==> config.mk <==
export PLATFORM = sky130hd
export DESIGN_NAME = bram_sync_fifo
export DESIGN_NICKNAME = d
export VERILOG_FILES = /design/src/rtl/bram_sync_fifo.sv
export SDC_FILE = /design/constraint.sdc
export NUM_CORES = 1
export LEC_CHECK = 0
export ABC_AREA = 1
export CORE_MARGIN = 1
export CORE_UTILIZATION = 55
export CTS_BUF_LIST = sky130_fd_sc_hd__clkbuf_16
export CTS_CLUSTER_DIAMETER = 120
export CTS_CLUSTER_SIZE = 10
export DETAILED_ROUTE_END_ITERATION = 16
export GPL_ROUTABILITY_DRIVEN = 0
export PLACE_DENSITY = 0.71
export SYNTH_ARGS = -nofsm -noshare
export SYNTH_HDL_FRONTEND = slang
export SYNTH_SLANG_ARGS = --single-unit
==> constraint.sdc <==
create_clock -name clk -period 3 [get_ports clk]
set_input_delay 0.6 -clock clk [delete_from_list [all_inputs] [get_ports clk]]
set_output_delay 0.6 -clock clk [all_outputs]
set_load 0.01 [all_outputs]
==> src/rtl/bram_sync_fifo.sv <==
// Single-clock FIFO on an inferred simple-dual-port block RAM with a fixed 2-cycle read latency.
// Define BRAM_SYNC_FIFO_STICKY_ERR_EN to make overflow/underflow sticky until reset.
module bram_sync_fifo #(
  parameter int WIDTH      = 9,
  parameter int DEPTH_LOG2 = 7,
  parameter int AFULL_TH   = 120
) (
  input  logic                  clk,
  input  logic                  rst,
  input  logic                  wr_en,
  input  logic [WIDTH-1:0]      din,
  input  logic                  rd_en,
  output logic [WIDTH-1:0]      dout,
  output logic                  dout_valid,
  output logic                  full,
  output logic                  empty,
  output logic                  almost_full,
  output logic [DEPTH_LOG2:0]   count,
  output logic                  overflow,
  output logic                  underflow
);

  localparam int DEPTH = 1 << DEPTH_LOG2;
  localparam int CW    = DEPTH_LOG2 + 1;
  localparam logic [CW-1:0]         DEPTH_C = CW'(DEPTH);
  localparam logic [CW-1:0]         AFULL_C = CW'(AFULL_TH);
  localparam logic [CW-1:0]         CNT_ONE = {{DEPTH_LOG2{1'b0}}, 1'b1};
  localparam logic [DEPTH_LOG2-1:0] PTR_ONE = {{(DEPTH_LOG2-1){1'b0}}, 1'b1};

  logic [WIDTH-1:0]      mem_q [0:DEPTH-1];
  logic [DEPTH_LOG2-1:0] wr_ptr_q, wr_ptr_d;
  logic [DEPTH_LOG2-1:0] rd_ptr_q, rd_ptr_d;
  logic [DEPTH_LOG2-1:0] rd_addr_q;
  logic [CW-1:0]         count_q, count_d;
  logic                  full_q, empty_q, afull_q;
  logic                  rd_s1_q, rd_s2_q;
  logic [WIDTH-1:0]      ram_q, dout_q;
  logic                  dout_valid_q;
  logic                  ovf_q, ovf_d, unf_q, unf_d;
  logic                  wr_acc, rd_acc;

  // Handshake: a write is taken when wr_en=1 and the registered full flag is 0; a read
  // is taken when rd_en=1 and the registered empty flag is 0. Both decisions use the
  // pre-edge flags, so there is no combinational path from rd_en to write acceptance.
  always_comb begin
    wr_acc   = wr_en & ~full_q;
    rd_acc   = rd_en & ~empty_q;
    wr_ptr_d = wr_acc ? wr_ptr_q + PTR_ONE : wr_ptr_q;
    rd_ptr_d = rd_acc ? rd_ptr_q + PTR_ONE : rd_ptr_q;
    count_d  = count_q;
    case ({wr_acc, rd_acc})
      2'b10:   count_d = count_q + CNT_ONE;
      2'b01:   count_d = count_q - CNT_ONE;
      default: count_d = count_q;
    endcase
`ifdef BRAM_SYNC_FIFO_STICKY_ERR_EN
    ovf_d = ovf_q | (wr_en & full_q);
    unf_d = unf_q | (rd_en & empty_q);
`else
    ovf_d = wr_en & full_q;
    unf_d = rd_en & empty_q;
`endif
  end

  // RAM is never reset; read-first on a same-address write returns the old word,
  // which is the one still owed to the reader.
  always_ff @(posedge clk) begin
    if (!rst && wr_acc) mem_q[wr_ptr_q] <= din;
    if (rd_s1_q) ram_q <= mem_q[rd_addr_q];
  end

  always_ff @(posedge clk) begin
    if (rst) begin
      wr_ptr_q     <= '0;
      rd_ptr_q     <= '0;
      rd_addr_q    <= '0;
      count_q      <= '0;
      full_q       <= 1'b0;
      empty_q      <= 1'b1;
      afull_q      <= 1'b0;
      rd_s1_q      <= 1'b0;
      rd_s2_q      <= 1'b0;
      dout_q       <= '0;
      dout_valid_q <= 1'b0;
      ovf_q        <= 1'b0;
      unf_q        <= 1'b0;
    end else begin
      wr_ptr_q     <= wr_ptr_d;
      rd_ptr_q     <= rd_ptr_d;
      count_q      <= count_d;
      full_q       <= (count_d == DEPTH_C);
      empty_q      <= (count_d == '0);
      afull_q      <= (count_d >= AFULL_C);
      if (rd_acc) rd_addr_q <= rd_ptr_q;
      rd_s1_q      <= rd_acc;
      rd_s2_q      <= rd_s1_q;
      if (rd_s2_q) dout_q <= ram_q;
      dout_valid_q <= rd_s2_q;
      ovf_q        <= ovf_d;
      unf_q        <= unf_d;
    end
  end

  assign dout        = dout_q;
  assign dout_valid  = dout_valid_q;
  assign full        = full_q;
  assign empty       = empty_q;
  assign almost_full = afull_q;
  assign count       = count_q;
  assign overflow    = ovf_q;
  assign underflow   = unf_q;

endmodule

== Word level (Yosys, flattened, before mapping) ==
Memories as Yosys holds them, arrays and structs flattened. A register that Yosys moved wholly into a read port is not among the register bits.
Index checks and enable logic that the tools add are counted.

* Add/sub/neg operators: 4
* $lt $le $gt $ge: 1
* Equality and inequality tests: 3
* Mux-type cells: 3
* Bitwise logic cells: 6
* Reduce and logical (&&, ||, !) cells: 3

{| class="wikitable"
|+ Operator list
! operator !! number
|-
| one-hot mux 8 bit (2 select lines) || 1
|-
| adder 7 x 1 -> 7 bit, second input constant || 2
|-
| adder 8 x 1 -> 8 bit, second input constant || 1
|-
| equality test 8 bit, second input constant || 1
|-
| greater-or-equal comparator 8 x 7 -> 1 bit, second input constant || 1
|-
| logical NOT 8 bit || 1
|-
| subtractor 8 x 1 -> 8 bit, second input constant || 1
|-
| AND 1 bit || 4
|-
| equality test 2 x 1 -> 1 bit, second input constant || 1
|-
| equality test 2 bit, second input constant || 1
|-
| 2-to-1 mux 1 bit || 2
|-
| NOT 1 bit || 2
|-
| logical AND 1 bit || 1
|-
| logical NOT 1 bit || 1
|}

* Register bits after elaboration: 46
* Bits in writable memories: 1152
* Bits of input ports: 13
* Output and inout port bits: 23
* Logic and storage cells: 34
* Memories kept: 1

{| class="wikitable"
|+ Memories
! memory !! depth !! width !! read ports !! clocked after memory_dff !! write ports !! RTL line !! RTL
|-
| mem_q || 128 || 9 || 1 || 1 || 1 || 30 || <nowiki>logic [WIDTH-1:0] mem_q [0:DEPTH-1];</nowiki>
|}

== Logic depth before layout (Yosys ltp) ==
* Depth in word-level cells: 5
* Gate-level depth with buffers: 18
* Mapped depth without buffers: 16

== Least setup slack after synthesis ==
OpenSTA, ideal clock, no wires.

* Path type: input to register
* Start point: input rd_en
* End point: register empty_q (netlist: empty)
* Library setup time: 122 ps
* Data arrival time: 2416 ps
* Data required time: 2878 ps
* Slack: 462 ps
* Stages on the path: 18
* Path buffers: 3
* Cell sequence: inv_1 > nor2_4 > buf_2 > buf_1 > ha_1 > clkbuf_1 > nand2_1 > nand3b_1 > nand2_1 > nand3_1 > nand2_1 > inv_1 > nand2_1 > nand2_1 > nand3_1 > nand2_1 > nand4_1 > nand2_1

* Longest elaborated chain between the ends: 4
* Elaborated cells between the ends (all ways): 5
* Classes of those cells: eq/ne: 2; mux: 1; bitwise: 1; reduce/logical: 1

{| class="wikitable"
|+ Ends and longest elaborated chain
! what !! RTL line !! RTL
|-
| start, declared || 12 || <nowiki>input logic rd_en,</nowiki>
|-
| AND 1 bit (*) || 47 || <nowiki>rd_acc = rd_en & ~empty_q;</nowiki>
|-
| equality test 2 x 1 -> 1 bit / equality test 2 bit (equally long branches) || 51 || <nowiki>case ({wr_acc, rd_acc})</nowiki>
|-
| one-hot mux 8 bit (2 select lines) (*) || 51 ||
|-
| logical NOT 8 bit (*) || 92 || <nowiki>empty_q <= (count_d == '0);</nowiki>
|-
| end signal, assigned || 92 ||
|-
| end, declared || 35 || <nowiki>logic full_q, empty_q, afull_q;</nowiki>
|}

Mark *: on every way between the ends. The rest lies on a longest branch, timed or not.
A chain may end at the register's enable or synchronous reset.

==> Implementation_results.wiki <==
{| class="wikitable"
! Metric !! Value
|-
| Run status || completed
|-
| Cell Chain, Critical Path || inv_16 > buf_4 > o21ai_0 > o22ai_1 > nand2_1 > nand3_1 > nand3_1 > nand2_1 > nand2_1 > nand3_1 > and2_1
|-
| Cell with the biggest individual delay on the critical path || sky130_fd_sc_hd__dfxtp_4
|-
| Post-CTS setup buffer count || 0
|-
| I/O pins || 36
|-
| Final critical-path share of the clock period || between 90% and 100%
|-
| Gate Count Post-Synth || 3,984
|-
| Post-CTS sizing || 0
|-
| Power per unit of standard cell area || 650 nW/um2
|-
| DR iter-0 viols || approximately 3,800
|-
| Post-synthesis register bit count || about 1,200
|-
| Netlist cell types || 31
|-
| Layout filler cell count || 6,491
|-
| TritonCTS clock tree || done
|-
| Total nets after synthesis || around 4,000
|-
| Largest net degree at the start of global routing || about 160
|-
| Core footprint || roughly 87,000 um2
|-
| Aggregate negative setup slack || 0 ns
|-
| Number of synthesized flops with an enable pin || around 1,200
|-
| Kind of end point of the critical path || flop
|-
| Syn avg cell area || around 12 um2
|-
| Pins Over Slew Limit || 0
|-
| Floorplan die width || approximately 300 um
|-
| Core utilization of the finished layout || a little over three fifths
|-
| Total Power Consumption || 35.7 mW
|-
| Data required, critical path || between 3 and 4 ns
|-
| Total of buffers placed on input and output ports || 35
|-
| Fraction of registers with async set/reset || 0%
|-
| Maximum root-to-sink buffer count || 3
|-
| Final hold violation count || 0
|-
| Setup slack after placement || between 0.3 and 0.4 ns
|-
| Global-route wire length before repair || approximately 190 mm
|-
| Average routed wire per standard cell || around 23 um
|-
| First drt pass iteration count || 8
|-
| Final-stage net count || around 4,100
|-
| Initial antenna violation count || 0
|-
| Worst slew margin || 38.3%
|-
| Total routing resource utilization after global routing || 27.5%
|-
| Number of levels the H-tree was split into || 4
|-
| Static leakage || 18.8 nW
|-
| Avg Vias per Cell || 6.08
|-
| Max_cap viols || 0
|-
| Critical path's largest stage delay || between 0.5 and 0.6 ns
|-
| Max Clk Rate || between 0.3 and 0.4 GHz
|-
| PnR worst setup slack || roughly 0.21 ns
|-
| Number of setup violations in the final report || 0
|-
| Clock latency at the later pin of the worst-skew pair || approximately 0.74 ns
|-
| Worst VDD drop || between 600 and 700 uV
|-
| Synth warnings || 0
|-
| Register clock-pin slew on the reported worst setup and hold paths || 0.05 ns
|-
| Sort of element at the start of the critical path || flop
|-
| Detailed-route via count || between 30,000 and 40,000
|-
| Number of antenna cells inserted || 0
|-
| Fraction of the yosys area taken by sequential cells || roughly three quarters
|-
| Skew final || between 0.02 and 0.03 ns
|-
| Area grow syn2layout || 13.5%
|-
| Final routed wirelength across all metal layers || between 100 and 150 mm
|-
| CP Data Arrival Time || between 3 and 4 ns
|-
| Remaining global-route overflow || 0
|-
| Crit Path Category || reg2reg
|-
| Clock root buffer || sky130_fd_sc_hd__clkbuf_16
|-
| Minimum clock period after layout || 2.79 ns
|-
| Number of global-route vias before repair || a little over 30,000
|-
| Quantity of hold-fixing buffers added after cts || 0
|-
| Vertical die dimension || 299 um
|-
| Final routed DRC violation total || 0
|-
| Area enclosed by the die boundary || roughly 89,000 um2
|-
| Clock Sinks || between 1,000 and 1,500
|-
| Effective utilization at floorplan || 55.6%
|-
| Ratio of cells with drive above 1 in the final layout || 9.77%
|-
| Post-route ant nets || 0
|-
| TritonCTS Buffers || around 140
|-
| Worst min-delay path category || in2reg
|-
| Post-synthesis instance area || a little under 50,000 um2
|-
| Hold Worst Slack || between 0.3 and 0.4 ns
|-
| Setup repair after global routing missed its margin || no
|-
| Worst Max-Slew Pin Slew || 0.926 ns
|-
| Most common flop cell mapped by yosys || sky130_fd_sc_hd__edfxtp_1
|-
| Post-detail-place hpwl || around 70 mm
|-
| Num rows || around 110
|-
| Largest fanout on the critical path || roughly 110
|}
[report_power, final]
group / internal, mW / total [mW] / switching, mW / leakage (nW)
Combinational: 0.744 / 2.65 / 1.91 / 6.06
Sequential: 18.5 / 18.6 / 0.0678 / 10.8
Clock: 8.36 / 14.5 / 6.10 / 1.93
[final cells by class]
type | instances | area, um2 | area share (%)
clock buffer | 142 | 3550 | 6.47
multi-input combinational | 2450 | 11200 | 20.3
sequential | 1207 | 35800 | 65.2
timing repair buffer | 269 | 2560 | 4.66
clock inverter | 33 | 184 | 0.335
tap | 1155 | 1450 | 2.63
inverter | 56 | 234 | 0.426
[cell usage after synthesis (15+ instances only)]
cell	number	share of area, %
sky130_fd_sc_hd__dfxtp_1	46	1.9
sky130_fd_sc_hd__nand2_1	475	3.7
sky130_fd_sc_hd__o21ai_0	595	6.2
sky130_fd_sc_hd__a21oi_1	20	0.21
sky130_fd_sc_hd__buf_2	81	0.84
sky130_fd_sc_hd__o21ai_1	15	0.16
sky130_fd_sc_hd__clkbuf_1	136	1.1
sky130_fd_sc_hd__nor2_1	761	5.9
sky130_fd_sc_hd__inv_1	48	0.37
sky130_fd_sc_hd__buf_1	26	0.20
sky130_fd_sc_hd__nand3_1	255	2.6
sky130_fd_sc_hd__o22ai_1	288	3.7
sky130_fd_sc_hd__edfxtp_1	1161	72
[cell usage in the layout (no fill, tap or decap), types with 3 or more instances in the layout]
cell type | synthesis | layout
sky130_fd_sc_hd__edfxtp_1 | 1161 | 1161
sky130_fd_sc_hd__nor2_1 | 761 | 761
sky130_fd_sc_hd__o21ai_0 | 595 | 595
sky130_fd_sc_hd__nand2_1 | 475 | 475
sky130_fd_sc_hd__o22ai_1 | 288 | 288
sky130_fd_sc_hd__nand3_1 | 255 | 255
sky130_fd_sc_hd__buf_4 | 14 | 205
sky130_fd_sc_hd__clkbuf_16 | 0 | 142
sky130_fd_sc_hd__inv_1 | 48 | 72
sky130_fd_sc_hd__dfxtp_1 | 46 | 41
sky130_fd_sc_hd__buf_12 | 0 | 38
sky130_fd_sc_hd__clkdlybuf4s50_1 | 0 | 26
sky130_fd_sc_hd__a21oi_1 | 20 | 20
sky130_fd_sc_hd__o21ai_1 | 15 | 15
sky130_fd_sc_hd__nor3_1 | 14 | 14
sky130_fd_sc_hd__and2_1 | 8 | 8
sky130_fd_sc_hd__inv_6 | 0 | 7
sky130_fd_sc_hd__nand4_1 | 4 | 4
sky130_fd_sc_hd__ha_1 | 4 | 4
sky130_fd_sc_hd__clkinv_1 | 3 | 3
sky130_fd_sc_hd__dfxtp_4 | 0 | 3
[worst paths after layout]
check / slack, ns / depth (start not counted) / to / start
hold / removal: 0.33 / 1 / mem_q[8][1] / din[1]
setup / recovery: 0.21 / 11 / ram_q[6] / rd_addr_q[0]
hold reg to reg: 0.48 / 2 / rd_addr_q[2] / rd_ptr_q[2]
setup reg to reg: 0.21 / 11 / ram_q[6] / rd_addr_q[0]
[per-layer routing]
layer  share of wire, %  vias to the layer above  wire, um  track usage (%)
li1                   -                    14700         -                -
met1                 40                    15600     48500             38.3
met2                 47                     1697     57700             43.3
met3                9.6                      297     11800             4.83
met4                3.7                        0      4500             11.4
met5                  0                        -         0                0
[stage by stage]
step | std cells | area (um2)
finish | 5312 | 54900
floorplan | 3984 | 48400
global route | 5312 | 54900
detailed placement | 5137 | 51200
global placement | 5137 | 51200
CTS | 5312 | 54900
[critical path, delay by kind of cell, from the launching register on]
kind                   cells  cell delay (ns)
AND/OR/NAND/NOR            7             0.97
buffers and inverters      2             0.53
AO/OA/AOI/OAI              2             0.31
flip-flops                 1             0.57
[kinds of logic (layout without fill, tap and decap cells)]
logic type               Yosys count  count (layout)  share of synthesized area [%]
AO/OA/AOI/OAI                    923             923                           10.3
buffers and inverters            327             500                           3.05
XOR/XNOR                           2               2                         0.0362
AND/OR/NAND/NOR                 1521            1521                           12.6
flip-flops                      1207            1207                           73.9
adder cells (fa/ha/maj)            4               4                          0.103
[sequential cells by signal, indices dropped and copies added (netlist names), 7 cells and up]
signal     cells
count          8
dout           9
wr_ptr_q       7
ram_q          9
rd_addr_q      7
mem_q       1152
rd_ptr_q       7
Power figures use the tool's default switching activity.
